$ cat config.mk
export PLATFORM = sky130hd
export DESIGN_NAME = sid_voice_bank_flat
export DESIGN_NICKNAME = d
export VERILOG_FILES = /design/src/rtl/sid_voice_bank_if.sv /design/src/rtl/sid_voice_bank.sv /design/src/flat_wrapper.sv
export SDC_FILE = /design/constraint.sdc
export NUM_CORES = 1
export LEC_CHECK = 0
export CORE_AREA = 3 3 217 219
export DETAILED_ROUTE_END_ITERATION = 8
export DIE_AREA = 0 0 220 222
export GPL_TIMING_DRIVEN = 0
export PLACE_DENSITY_LB_ADDON = 0.15
export SLEW_MARGIN = 20
export SYNTH_ARGS = -nofsm -noshare
export SYNTH_HDL_FRONTEND = slang
export SYNTH_SLANG_ARGS = --single-unit
$ cat constraint.sdc
create_clock -name clk -period 5.1 [get_ports clk]
set_input_delay 1.02 -clock clk [delete_from_list [all_inputs] [get_ports clk]]
set_output_delay 1.02 -clock clk [all_outputs]
set_load 0.01 [all_outputs]
$ cat src/rtl/sid_voice_bank_if.sv
// sid_voice_bank_if
//   Bundles the host-facing signals of sid_voice_bank.
//   clkEn    : one-clk-wide sample tick
//   iWE      : register write strobe
//   iAddr    : 5-bit register address
//   iData    : 8-bit write data
//   oVoice   : packed 12-bit voice lanes, voice k at [12k+11:12k]
//   oValid   : one-clk pulse when oVoice updates
//   oOverrun : sticky flag, a tick arrived while a sweep was running
//   master = host side, slave = sid_voice_bank.
interface sid_voice_bank_if #(
  parameter int VOICES = 3
);
  logic                   clkEn;
  logic                   iWE;
  logic [4:0]             iAddr;
  logic [7:0]             iData;
  logic [VOICES*12-1:0]   oVoice;
  logic                   oValid;
  logic                   oOverrun;

  modport master (
    output clkEn, iWE, iAddr, iData,
    input  oVoice, oValid, oOverrun
  );

  modport slave (
    input  clkEn, iWE, iAddr, iData,
    output oVoice, oValid, oOverrun
  );
endinterface

$ cat src/rtl/sid_voice_bank.sv
// sid_voice_bank
//   Time-multiplexed bank of SID-style oscillator voices. Each sample tick
//   starts a sweep that updates one voice per clk (phase accumulator, noise
//   LFSR, hard sync, ring modulation, waveform mix). All lanes are published
//   together one clk after the last slot.
//   Ports:
//     clk   : master clock
//     iRstN : asynchronous active-low reset
//     bus   : sid_voice_bank_if slave (clkEn, register write bus, outputs)
module sid_voice_bank #(
  parameter int VOICES    = 3,
  parameter int ACC_W     = 24,
  parameter int NOISE_TAP = 19,
  parameter int BASE_ADDR = 0,
  parameter int STRIDE    = 7
) (
  input  logic            clk,
  input  logic            iRstN,
  sid_voice_bank_if.slave bus
);

  localparam int                SLOT_W    = (VOICES > 1) ? $clog2(VOICES) : 1;
  localparam logic [SLOT_W-1:0] LAST_SLOT = SLOT_W'(VOICES - 1);
  localparam logic [22:0]       LFSR_SEED = 23'h7FFFF8;

  function automatic logic [ACC_W-1:0] evenBits();
    logic [ACC_W-1:0] r;
    for (int i = 0; i < ACC_W; i++) r[i] = (i % 2 == 0);
    return r;
  endfunction

  localparam logic [ACC_W-1:0] PHASE_SEED = evenBits();

  // AND of the enabled waveforms (disabled ones pass all-ones), then inverted
  // so that a voice with nothing enabled is silent (0).
  function automatic logic [11:0] mixVoice(
    input logic [7:1]  c,
    input logic [11:0] sawW,
    input logic [11:0] pulseW,
    input logic [11:0] triW,
    input logic [11:0] noiseW
  );
    logic [11:0] m;
    m = 12'hFFF;
    if (c[7]) m = m & noiseW;
    if (c[6]) m = m & pulseW;
    if (c[5]) m = m & sawW;
    if (c[4]) m = m & triW;
    return ~m;
  endfunction

  typedef enum logic {IDLE, SWEEP} seqState_t;

  seqState_t            state;
  logic [SLOT_W-1:0]    slot;

  logic [15:0]          freq   [VOICES];
  logic [11:0]          pw     [VOICES];
  logic [7:1]           ctrl   [VOICES];

  logic [ACC_W-1:0]     phase  [VOICES];
  logic [22:0]          lfsr   [VOICES];
  logic [VOICES-1:0]    tapLag;
  logic [VOICES-1:0]    srcLag;
  logic [VOICES-1:0]    snapMsb;

  logic [11:0]          laneP1 [VOICES];
  logic                 vldP1;
  logic [VOICES*12-1:0] voiceP2;
  logic                 vldP2;
  logic                 overrun;

  logic [SLOT_W-1:0]    srcIdx;
  logic                 srcMsb;
  logic                 srcFall;
  logic [7:1]           curCtrl;
  logic [22:0]          curLfsr;
  logic [ACC_W-1:0]     nextPhase;
  logic [22:0]          nextLfsr;
  logic [11:0]          topP;
  logic [11:0]          pulseW;
  logic [11:0]          triW;
  logic [11:0]          noiseW;
  logic [11:0]          slotOut;

  // Register file: writes land on the next clk regardless of sweep state.
  // A slot reads these combinationally, so a same-clk write is not seen.
  always_ff @(posedge clk or negedge iRstN) begin
    if (!iRstN) begin
      for (int k = 0; k < VOICES; k++) begin
        freq[k] <= '0;
        pw[k]   <= '0;
        ctrl[k] <= '0;
      end
    end else if (bus.iWE) begin
      for (int k = 0; k < VOICES; k++) begin
        if (int'(bus.iAddr) == BASE_ADDR + STRIDE * k + 0) freq[k][7:0]  <= bus.iData;
        if (int'(bus.iAddr) == BASE_ADDR + STRIDE * k + 1) freq[k][15:8] <= bus.iData;
        if (int'(bus.iAddr) == BASE_ADDR + STRIDE * k + 2) pw[k][7:0]    <= bus.iData;
        if (int'(bus.iAddr) == BASE_ADDR + STRIDE * k + 3) pw[k][11:8]   <= bus.iData[3:0];
        if (int'(bus.iAddr) == BASE_ADDR + STRIDE * k + 4) ctrl[k]       <= bus.iData[7:1];
      end
    end
  end

  // Slot datapath (p0): next state and output of the voice in the current slot.
  // Sync/ring look at the previous voice through the MSB snapshot taken at
  // sweep start, so slot order does not leak updated phases into later slots.
  always_comb begin
    srcIdx  = (slot == '0) ? LAST_SLOT : slot - 1'b1;
    srcMsb  = snapMsb[srcIdx];
    srcFall = srcLag[slot] & ~srcMsb;
    curCtrl = ctrl[slot];
    curLfsr = lfsr[slot];

    if (curCtrl[3])
      nextPhase = '0;
    else if (curCtrl[1] && srcFall)
      nextPhase = '0;
    else
      nextPhase = phase[slot] + ACC_W'(freq[slot]);

    if (curCtrl[3])
      nextLfsr = LFSR_SEED;
    else if (nextPhase[NOISE_TAP] && !tapLag[slot])
      nextLfsr = {curLfsr[21:0], curLfsr[22] ^ curLfsr[21]};
    else
      nextLfsr = curLfsr;

    topP   = nextPhase[ACC_W-1 -: 12];
    pulseW = ((topP >= pw[slot]) || curCtrl[3]) ? 12'h000 : 12'hFFF;
    triW   = (nextPhase[ACC_W-1] ^ (curCtrl[2] & srcMsb)) ? nextPhase[ACC_W-2 -: 12]
                                                         : ~nextPhase[ACC_W-2 -: 12];
    noiseW = {nextLfsr[20], nextLfsr[18], nextLfsr[14], nextLfsr[11],
              nextLfsr[9],  nextLfsr[5],  nextLfsr[2],  nextLfsr[0], 4'b0000};
    slotOut = mixVoice(curCtrl, topP, pulseW, triW, noiseW);
  end

  // Slot results staged (p1), then published to all lanes at once (p2).
  always_ff @(posedge clk or negedge iRstN) begin
    if (!iRstN) begin
      state   <= IDLE;
      slot    <= '0;
      tapLag  <= '0;
      srcLag  <= '0;
      snapMsb <= '0;
      vldP1   <= 1'b0;
      voiceP2 <= '0;
      vldP2   <= 1'b0;
      overrun <= 1'b0;
      for (int k = 0; k < VOICES; k++) begin
        phase[k]  <= PHASE_SEED;
        lfsr[k]   <= LFSR_SEED;
        laneP1[k] <= '0;
      end
    end else begin
      vldP1 <= 1'b0;
      vldP2 <= vldP1;
      if (vldP1) begin
        for (int k = 0; k < VOICES; k++) voiceP2[12*k +: 12] <= laneP1[k];
      end

      case (state)
        IDLE: begin
          if (bus.clkEn) begin
            for (int k = 0; k < VOICES; k++) snapMsb[k] <= phase[k][ACC_W-1];
            slot  <= '0;
            state <= SWEEP;
          end
        end
        SWEEP: begin
          if (bus.clkEn) overrun <= 1'b1;
          phase[slot]  <= nextPhase;
          lfsr[slot]   <= nextLfsr;
          tapLag[slot] <= nextPhase[NOISE_TAP];
          srcLag[slot] <= srcMsb;
          laneP1[slot] <= slotOut;
          if (slot == LAST_SLOT) begin
            state <= IDLE;
            vldP1 <= 1'b1;
          end else begin
            slot <= slot + 1'b1;
          end
        end
        default: state <= IDLE;
      endcase
    end
  end

  assign bus.oVoice   = voiceP2;
  assign bus.oValid   = vldP2;
  assign bus.oOverrun = overrun;

endmodule

$ cat src/flat_wrapper.sv
// flat-port wrapper written by rule: the top's interface ports become plain ports
module sid_voice_bank_flat 
#(
  parameter int VOICES    = 3,
  parameter int ACC_W     = 24,
  parameter int NOISE_TAP = 19,
  parameter int BASE_ADDR = 0,
  parameter int STRIDE    = 7
)
  (clk, iRstN, bus_clkEn, bus_iWE, bus_iAddr, bus_iData, bus_oVoice, bus_oValid, bus_oOverrun);
  sid_voice_bank_if #(.VOICES(VOICES)) bus_i ();
  input  logic clk;
  input  logic iRstN;
  input wire logic [$bits(bus_i.clkEn)-1:0] bus_clkEn;
  input wire logic [$bits(bus_i.iWE)-1:0] bus_iWE;
  input wire logic [$bits(bus_i.iAddr)-1:0] bus_iAddr;
  input wire logic [$bits(bus_i.iData)-1:0] bus_iData;
  output wire logic [$bits(bus_i.oVoice)-1:0] bus_oVoice;
  output wire logic [$bits(bus_i.oValid)-1:0] bus_oValid;
  output wire logic [$bits(bus_i.oOverrun)-1:0] bus_oOverrun;
  assign bus_i.clkEn = bus_clkEn;
  assign bus_i.iWE = bus_iWE;
  assign bus_i.iAddr = bus_iAddr;
  assign bus_i.iData = bus_iData;
  assign bus_oVoice = bus_i.oVoice;
  assign bus_oValid = bus_i.oValid;
  assign bus_oOverrun = bus_i.oOverrun;
  sid_voice_bank #(.VOICES(VOICES), .ACC_W(ACC_W), .NOISE_TAP(NOISE_TAP), .BASE_ADDR(BASE_ADDR), .STRIDE(STRIDE)) u_core (.clk(clk), .iRstN(iRstN), .bus(bus_i));
endmodule
# Yosys cells after proc, flatten, opt, wreduce, memory -nomap -nowiden
# Cells that the tools add are included.
# totals
output_inout_bits	38
word_cells	150
ff_bits	333
# op_classes
add_sub_neg	3
reduce_logical	26
n_mux	53
n_eq_ne	17
order_cmp	6
n_bitwise	12
# ops
cell	n
24-bit 2-to-1 mux	5
23-bit 2-to-1 mux	5
12-bit 2-to-1 mux	9
72-bit bitwise mux	1
69-bit bitwise mux	1
24-bit binary-select mux with 2-bit select	1
24-bit demux with 2-bit select	1
23-bit binary-select mux with 2-bit select	1
23-bit demux with 2-bit select	1
5-bit equality test, second input constant	9
12-bit AND	3
36-bit bitwise mux	1
2-bit AND reduction	18
16-bit binary-select mux with 2-bit select	1
16-bit 2-to-1 mux	2
24-bit by 16-bit adder with 24-bit output	1
12-bit binary-select mux with 2-bit select	1
12-bit demux with 2-bit select	1
12-bit inverter	2
7-bit binary-select mux with 2-bit select	1
7-bit 2-to-1 mux	2
12-bit greater-or-equal comparator	1
5-bit by 3-bit equality test with 1-bit output, second input constant	2
5-bit by 4-bit equality test with 1-bit output, second input constant	2
25 further kinds	45

# Longest topological paths before layout
# Gate-level depths: netlist of the first run.
# logic_depth
depth_word	21
depth_mapped	29

# Worst setup path after synthesis of the first run
# Ideal clock, no wire load.
# synth_timing
path_type	reg-to-reg
startpoint	register u_core.slot[1]
endpoint	register u_core.laneP1[12] in the netlist's numbering
setup_ps	77
path_stages_with_launch	28
period_less_slack_ps	5523
t_arrival_ps	5446
n_path_buf	7
t_required_ps	5023
setup_slack_ps	-423
cell_sequence	dfrtp_1 -> buf_6 -> buf_12 -> buf_2 -> buf_2 -> buf_2 -> buf_2 -> mux2i_1 -> o21ai_0 -> ha_1 -> buf_2 -> and3_1 -> a221oi_2 -> a2bb2oi_4 -> a31oi_4 -> and4_1 -> nor2_1 -> inv_1 -> ha_1 -> nand4_1 -> nor2_1 -> o21ai_0 -> o211a_1 -> o211ai_2 -> nor2b_1 -> a21bo_2 -> nor2_1 -> a21oi_1
# synth_between
elab_chain_len	20
# synth_lines
item	line	rtl
start: declaration	sid_voice_bank.sv:55	logic [SLOT_W-1:0] slot;
start signal: assignment	sid_voice_bank.sv:182	slot <= slot + 1'b1;
parallel branches: the longest is 8 deep, another holds 24-bit by 16-bit adder with 24-bit output	n/a	
24-bit 2-to-1 mux (*)	sid_voice_bank.sv:116	if (curCtrl[3])
via u_core.nextPhase[21]	sid_voice_bank.sv:78	logic [ACC_W-1:0] nextPhase;
12-bit greater-or-equal comparator (*)	sid_voice_bank.sv:131	pulseW = ((topP >= pw[slot]) || curCtrl[3]) ? 12'h000 : 12'hFFF;
1-bit logical OR (*)	sid_voice_bank.sv:131	
12-bit 2-to-1 mux (*)	sid_voice_bank.sv:131	
12-bit AND (*)	sid_voice_bank.sv:46	if (c[6]) m = m & pulseW;
12-bit 2-to-1 mux (*)	sid_voice_bank.sv:46	
12-bit AND	sid_voice_bank.sv:47	if (c[5]) m = m & sawW;
12-bit 2-to-1 mux (*)	sid_voice_bank.sv:47	
12-bit AND	sid_voice_bank.sv:48	if (c[4]) m = m & triW;
12-bit 2-to-1 mux (*)	sid_voice_bank.sv:48	
12-bit inverter (*)	sid_voice_bank.sv:49	return ~m;
36-bit bitwise mux (*)	sid_voice_bank.sv:177	laneP1[slot] <= slotOut;
end signal: indexed assignment	sid_voice_bank.sv:177	
end: declaration	sid_voice_bank.sv:67	logic [11:0] laneP1 [VOICES];
# Mark *: on every way through the listed nets, which the timed path passes. The select of a mux whose other input is x is not followed.
# A chain may end at the register's enable or synchronous reset.

# Final worst setup path of the first run
# layout_timing
startpoint	register u_core.slot[0]
endpoint	register u_core.laneP1[26] in the netlist's numbering
# Same word-level chain as after synthesis.

==> results of run 1 <==
==> final cells by class <==
type	instances	area share, %
Buffer	84	2.78
Clock buffer	60	6.03
Clock inverter	14	0.791
Inverter	24	0.462
Multi-Input combinational cell	1127	39.1
Sequential cell	330	40.7
Tap cell	600	3.65
Timing Repair Buffer	137	6.43
==> per-stage QoR <==
step	setup WS [ps]	instance area, um2
4_1_cts	0.272	20200
3_5_place_dp	-2550	17800
6_report	195	20600
3_3_place_gp	-11600	17600
5_1_grt	19.3	20600
2_1_floorplan	10.1	16400
==> state kept, by name, summed over array words and instances (netlist names) <==
name                 count
u_core.bus.oOverrun      1
u_core.bus.oValid        1
u_core.bus.oVoice       36
u_core.ctrl             21
u_core.freq             48
u_core.laneP1           36
u_core.lfsr             69
u_core.phase            70
u_core.pw               36
u_core.slot              2
u_core.snapMsb           3
u_core.srcLag            3
u_core.state             1
u_core.tapLag            2
u_core.vldP1             1
==> report_power, final <==
part / switching (mW) / internal [mW]
sequential: 0.428 / 3.66
combinational: 3.93 / 2.74
clock: 1.16 / 1.84
total: 5.51 / 8.24
==> worst paths after layout <==
check	cells after the start	to	from	slack, ps
hold reg to reg	0	u_core.bus.oValid$_DFF_PN0_	u_core.vldP1$_DFF_PN0_	370
min in group asynchronous	1	u_core.bus.oOverrun$_DFFE_PN0P_	iRstN	420
hold / removal	0	u_core.bus.oValid$_DFF_PN0_	u_core.vldP1$_DFF_PN0_	370
setup / recovery	21	u_core.laneP1[26]$_DFFE_PN0P_	u_core.slot[0]$_DFFE_PN0P_	190
max in group asynchronous	4	u_core.freq[35]$_DFFE_PN0P_	iRstN	3180
setup reg to reg	21	u_core.laneP1[26]$_DFFE_PN0P_	u_core.slot[0]$_DFFE_PN0P_	190
==> layer usage <==
metal / wire (um) / vias up
li1: - / 5833
met1: 23300 / 6308
met3: 2310 / 73
met5: 12 / -
met4: 1280 / 2
met2: 23000 / 306
==> worst max-delay path, stage by stage (launching register included) <==
cell      delay [ps]
dfrtp_1          390
buf_6            140
buf_12           140
buf_4            250
o21ai_2          280
ha_2             370
a21oi_1          150
nand2_1          110
o211a_1          270
o31a_1           350
a311oi_2         280
mux2i_2          380
inv_2            140
ha_4             280
o21ai_1           50
o211a_1          260
o211ai_4         420
nor2b_4          100
o21ai_2           80
a31oi_2           50
buf_6            200
a21oi_2          110
==> kinds of logic after synthesis <==
group,Yosys count,share of synthesized area [%]
xor+xnor,16,0.858
buf+inv,119,3.23
mux,247,16.3
fa+ha+maj,33,2.58
compound gates,333,12.6
flops,330,51.3
simple gates,498,13.1
==> cells in the final DEF (no fill, tap or decap), types with 7 or more instances in the layout <==
cell | Yosys | routed
buf_6 | 5 | 14
nor2b_1 | 13 | 11
a21oi_1 | 76 | 61
xnor2_1 | 10 | 10
nand2_2 | 1 | 7
o21ai_2 | 1 | 18
o21ai_1 | 9 | 17
inv_1 | 23 | 13
nor2_1 | 133 | 129
a31oi_1 | 23 | 21
a21o_1 | 11 | 10
inv_2 | 0 | 8
dfrtp_1 | 234 | 234
mux2i_1 | 98 | 94
ha_1 | 32 | 16
clkbuf_1 | 60 | 60
o21ai_0 | 159 | 129
ha_4 | 0 | 10
clkbuf_16 | 0 | 47
clkdlybuf4s50_1 | 0 | 52
mux2_2 | 148 | 148
nand2_1 | 273 | 266
a21oi_2 | 0 | 10
nand3_1 | 28 | 26
buf_4 | 2 | 73
clkbuf_8 | 0 | 13
dfstp_2 | 96 | 96
==> repair_timing <==
item                       4_1_cts  5_1_grt
gates cloned                     1        2
pin swaps                       41       32
hold buffers                     0        0
resized for setup              188       47
buffers inserted                54       23
setup endpoints to repair      159       36
==> results.py, run 1 <==
metrics = {
    "sta": {
        "drv_slew": 0,
        "finClkSkew_ps": 30.5,
        "max_freq_mhz": 204,
        "final_hold_slack_ps": 371,
        "finalCriticalPeriod_ps": 4910,
        "tightest_slew_ps": 918,
        "setup_viol": 0,
        "grt_setup_unrepaired": "false",
        "fin_tns_setup_ps": 0,
        "hold_viol_final": 0,
        "layout_worst_path_cycle_share_pct": 96.2,
        "timing.slew.headroom_pct": 38.2,
    },
    "final_layout": {
        "stdcell_count": 2376,
        "post_route_cells_drive_above_1_share_pct": 31.4,
        "area_growth_pct": 26.0,
        "antenna-diode-count": 0,
        "nNetsFinal": 1794,
        "area.sequential_mm2": 0.00838,
        "final_util_pct": 45.4,
        "multiInputGateArea_mm2": 0.00805,
        "fillerInstances": 4301,
    },
    "routing": {
        "vias": 12522,
        "drc": 0,
        "detailedRoute.firstPassIterationCount": 5,
        "first_iter_violations": 825,
        "post_drt_via_cell_ratio": 5.27,
        "postRouteWirelength_um": 49800,
        "antenna_left": 0,
        "avgRoutedWirePerCell_um": 21.0,
    },
    "global_route": {
        "grt_first_pass_wirelength_um": 77000,
        "grt_most_used_layer": "met2",
        "grtUsageMet2_pct": 32.3,
        "grt_start_max_net_pins": 83,
        "grt-ovfl-total": 0,
        "global_route.usage.met1_pct": 29.3,
        "grt.met3_usage_pct": 2.73,
        "grtUsageTotal_pct": 20.5,
        "antenna_violations_before_repair": 1,
        "grt_pass1_vias": 12440,
    },
    "floorplan": {
        "rows": 78,
        "chipHeight_um": 222,
        "floorplan.die.width_um": 220,
        "die_outline_area_mm2": 0.0488,
        "core_area_mm2": 0.0453,
        "num_io_pins": 55,
        "initial_utilization_pct": 36.0,
    },
    "clock_network": {
        "clk-insertion-delay-late_ps": 570,
        "cts.reportedPaths.clkPinSlew_ps": 60,
        "ctsHtreeMaxLevel": 2,
        "cts_tree": "built",
        "cts_sinks": 330,
        "max_buffers_root_to_sink": 3,
        "clock_tree.root_cell": "clkbuf_16",
        "numCtsBuffers": 40,
    },
    "placed_design": {
        "place_hpwl_um": 34600,
        "globalplace.congestion": 0.907,
        "place.detailed.instances": 2233,
        "numPortBuffers": 53,
    },
    "yosys": {
        "synth_largest_type_area_fraction_pct": 35.9,
        "synth_async_sr_flop_share_pct": 100,
        "synth.avg_cell_area_um2": 10.4,
        "synth_cells": 1576,
        "mapped_cell_area_mm2": 0.0163,
        "yosys_most_used_dff": "dfrtp_1",
        "synth_seq_cells": 330,
        "synth_edf_count": 0,
        "synth_top_area_cell": "dfrtp_1",
        "synthTopCellsByArea": "dfrtp_1 36%, dfstp_2 15%, mux2_2 10%",
        "synthDistinctLibCells": 78,
        "synth_seq_area_share_pct": 51.3,
        "mappedNetlistNets": 1626,
        "yosys-top-cells-count": "273 x nand2_1, 234 x dfrtp_1, 159 x o21ai_0",
        "ys.warnings.count": 0,
        "yosysMostFrequentCell": "nand2_1",
    },
    "power": {
        "power_per_cell_area_mw_per_mm2": 669,
        "irDropWorstVdd_uv": 321,
        "power.leakage_nw": 8.83,
        "p_total_mw": 13.8,
    },
    "critical_path": {
        "critPathCaptureType": "register",
        "path_max_fanout": 19,
        "timing.critical_path.arrival_ps": 5400,
        "timing_worst_setup_path_type": "reg2reg",
        "critical_path_required_ps": 5590,
        "setup.worst_path.start_class": "register",
    },
    "hold_path": {
        "worst_hold_path_type": "reg2reg",
    },
    "flow_run": {
        "drv.max_cap_violation_count": 0,
    },
    "status": {
        "status": "complete, no violations",
    },
}
(Power assumes the default switching activity.)
==> run 2, diff against run 1 <==
--- a/config.mk
+++ b/config.mk
@@ -14,3 +14,4 @@
 export SYNTH_ARGS = -nofsm -noshare
 export SYNTH_HDL_FRONTEND = slang
 export SYNTH_SLANG_ARGS = --single-unit
+export TNS_END_PERCENT = 5
==> run 2 against run 1 <==
Net effect:
- final area rose by 0.92%
- first-iteration DRC count rose by 9.6%
- critical path type unchanged
- non-clock buffer count rose by 7
- critical endpoint is now u_core.laneP1[19]$_DFFE_PN0P_
- combinational power rose by 3%
- register-to-register slack got worse by 180 ps
- hold slack got worse by 63 ps
- clock skew rose by 2.2 ps
- sequential cell count did not move
- worst setup slack got worse by 180 ps
- fmax fell by 3.5%
==> results.py, run 2 (synthesis results as in run 1) <==
metrics = {
    "status": {
        "status": "complete, no violations",
    },
    "final_layout": {
        "nNetsFinal": 1801,
        "final_util_pct": 45.8,
        "multiInputGateArea_mm2": 0.00811,
        "mostFrequentLayoutCell": "nand2_1",
        "finalInstanceArea_mm2": 0.0208,
        "fillerInstances": 4331,
        "antenna-diode-count": 0,
        "stdcell_count": 2381,
        "largest_register_ffs": 70,
        "reg.largest.list": "u_core.phase x70, u_core.lfsr x69, u_core.freq x48",
        "area.sequential_mm2": 0.00838,
        "layout_common_cells": "267 x nand2_1, 234 x dfrtp_1, 148 x mux2_2",
        "registers.top_by_ff_count": "u_core.phase",
        "area_growth_pct": 27.2,
        "post_route_cells_drive_above_1_share_pct": 31.7,
    },
    "placed_design": {
        "placement.cell_area_mm2": 0.0178,
        "pre_cts_slack_ps": -2720,
        "place.detailed.instances": 2233,
        "globalplace.congestion": 0.887,
        "numPortBuffers": 53,
        "place_hpwl_um": 34300,
    },
    "power": {
        "internal-power_mw": 8.48,
        "comb_power_share_pct": 48.9,
        "pwr-share-seq_pct": 29.2,
        "p_total_mw": 14.0,
        "power.leakage_nw": 8.90,
        "irDropWorstVdd_uv": 284,
        "power_switching_share_pct": 39.4,
        "clkPwrFrac_pct": 21.8,
        "power_switching_mw": 5.51,
        "power_per_cell_area_mw_per_mm2": 674,
    },
    "critical_path": {
        "path_max_fanout": 10,
        "logic_depth_of_the_worst_register_to_register_path": 26,
        "critPathCaptureType": "register",
        "worst_r2r_startpoint": "u_core.slot[0]$_DFFE_PN0P_",
        "crit-reg2reg-capture": "u_core.laneP1[19]$_DFFE_PN0P_",
        "critical_path_required_ps": 5500,
        "timing_worst_setup_path_type": "reg2reg",
        "reg2reg_slack_ps": 20,
        "worstSetupStartpoint": "u_core.slot[0]$_DFFE_PN0P_",
        "setup.worst_path.start_class": "register",
        "timing.critical_path.arrival_ps": 5490,
    },
    "global_route": {
        "grt_pass1_vias": 12562,
        "grt-ovfl-total": 0,
        "grt_start_max_net_pins": 95,
        "grt_first_pass_wirelength_um": 77300,
        "antenna_violations_before_repair": 0,
        "grtUsageTotal_pct": 20.6,
    },
    "routing": {
        "post_drt_via_cell_ratio": 5.28,
        "drc": 0,
        "detailedRoute.firstPassIterationCount": 5,
        "first_iter_violations": 904,
        "avgRoutedWirePerCell_um": 21.1,
        "postRouteWirelength_um": 50300,
        "vias": 12568,
        "antenna_left": 0,
    },
    "clock_network": {
        "ctsHtreeMaxLevel": 2,
        "clock_tree.root_cell": "clkbuf_16",
        "clk-insertion-delay-late_ps": 560,
        "cts.reportedPaths.clkPinSlew_ps": 60,
        "cts-hold-fix-buffers": 0,
        "cts_tree": "built",
        "max_buffers_root_to_sink": 3,
        "numCtsBuffers": 40,
        "cts_sinks": 330,
    },
    "sta": {
        "max_freq_mhz": 197,
        "fin_tns_setup_ps": 0,
        "tightest_slew_ps": 966,
        "layout_worst_path_cycle_share_pct": 99.6,
        "hold_viol_final": 0,
        "setup_viol": 0,
        "grt_setup_unrepaired": "true",
        "final_hold_slack_ps": 308,
        "finalCriticalPeriod_ps": 5080,
        "timing.final.ws_setup_ps": 18.6,
        "timing.slew.headroom_pct": 34.9,
        "finClkSkew_ps": 32.7,
        "drv_slew": 0,
    },
    "floorplan": {
        "core_area_mm2": 0.0453,
        "rows": 78,
        "die_outline_area_mm2": 0.0488,
        "chipHeight_um": 222,
        "num_io_pins": 55,
        "initial_utilization_pct": 36.0,
        "floorplan.die.width_um": 220,
    },
    "flow_run": {
        "drv.max_cap_violation_count": 0,
    },
    "hold_path": {
        "worst_hold_path_type": "in2async",
    },
}
## run 2: cell count changes in the layout (fill, tap and decap cells not counted), sizes merged, moves of 2 or more
cell / delta
buf: +9
bufinv: +3
clkinv: -6
inv: -2
## run 2: worst max-delay path by stage
| stage | end | slack [ps] | cells past startpoint |
|---|---|---|---|
| 5_1_grt | u_core.laneP1[19]$_DFFE_PN0P_ | -130 | 26 |
| 3_3_place_gp | u_core.freq[37]$_DFFE_PN0P_ | -11590 | 1 |
| 4_1_cts | u_core.laneP1[2]$_DFFE_PN0P_ | -90 | 25 |
| 6_report | u_core.laneP1[19]$_DFFE_PN0P_ | 20 | 26 |
| 3_5_place_dp | u_core.laneP1[2]$_DFFE_PN0P_ | -2720 | 24 |
| 2_1_floorplan | u_core.laneP1[12]$_DFFE_PN0P_ | -20 | 27 |
## run 2: critical path, stage by stage (launching register included)
cell,delay [ps]
dfrtp_1,390
buf_6,140
buf_12,140
buf_12,140
buf_12,140
buf_8,150
o21ai_4,210
ha_4,160
inv_2,40
fa_2,370
nor2b_4,170
buf_6,120
o21ai_4,50
a311oi_2,340
o22ai_2,120
xnor2_1,190
nand2_2,150
ha_4,260
nand2b_4,130
a21o_1,160
a211oi_2,230
o211a_1,230
o211ai_4,180
a21oi_2,190
o21ai_2,90
a31oi_4,280
a21oi_1,110
## run 2: repair_timing
item | 4_1_cts | 5_1_grt
buffers inserted | 54 | 30
resized for setup | 180 | 67
cloned | 2 | 1
setup endpoints to repair | 171 | 36
pin swaps | 54 | 38
## run 2: power by group through the flow
stage / registers [mW] / logic, mW / clock network [mW]
4_1_cts: 4.09 / 6.43 / 3.13
5_1_grt: 4.19 / 7.41 / 3.23
6_report: 4.09 / 6.84 / 3.06
3_3_place_gp: 4.11 / 5.38 / 0
3_5_place_dp: 4.12 / 5.46 / 0
2_1_floorplan: 4.06 / 3.45 / 0
## run 2: routing by layer
layer	GRT usage [%]	up-vias	share of wire, %
met4	5.94	0	2.2
met5	0	-	0
li1	-	5854	-
met2	32.8	329	46
met3	2.63	64	4.6
met1	29.6	6321	47
## run 2: area by class of cell
class | instances | share of cell area, %
flip-flops and latches | 330 | 40.4
plain buffers | 86 | 2.99
clock inverters | 8 | 0.916
clock buffers | 64 | 5.94
inverters | 24 | 0.446
well taps | 600 | 3.62
multi-input cells | 1127 | 39.1
repair buffers | 142 | 6.68
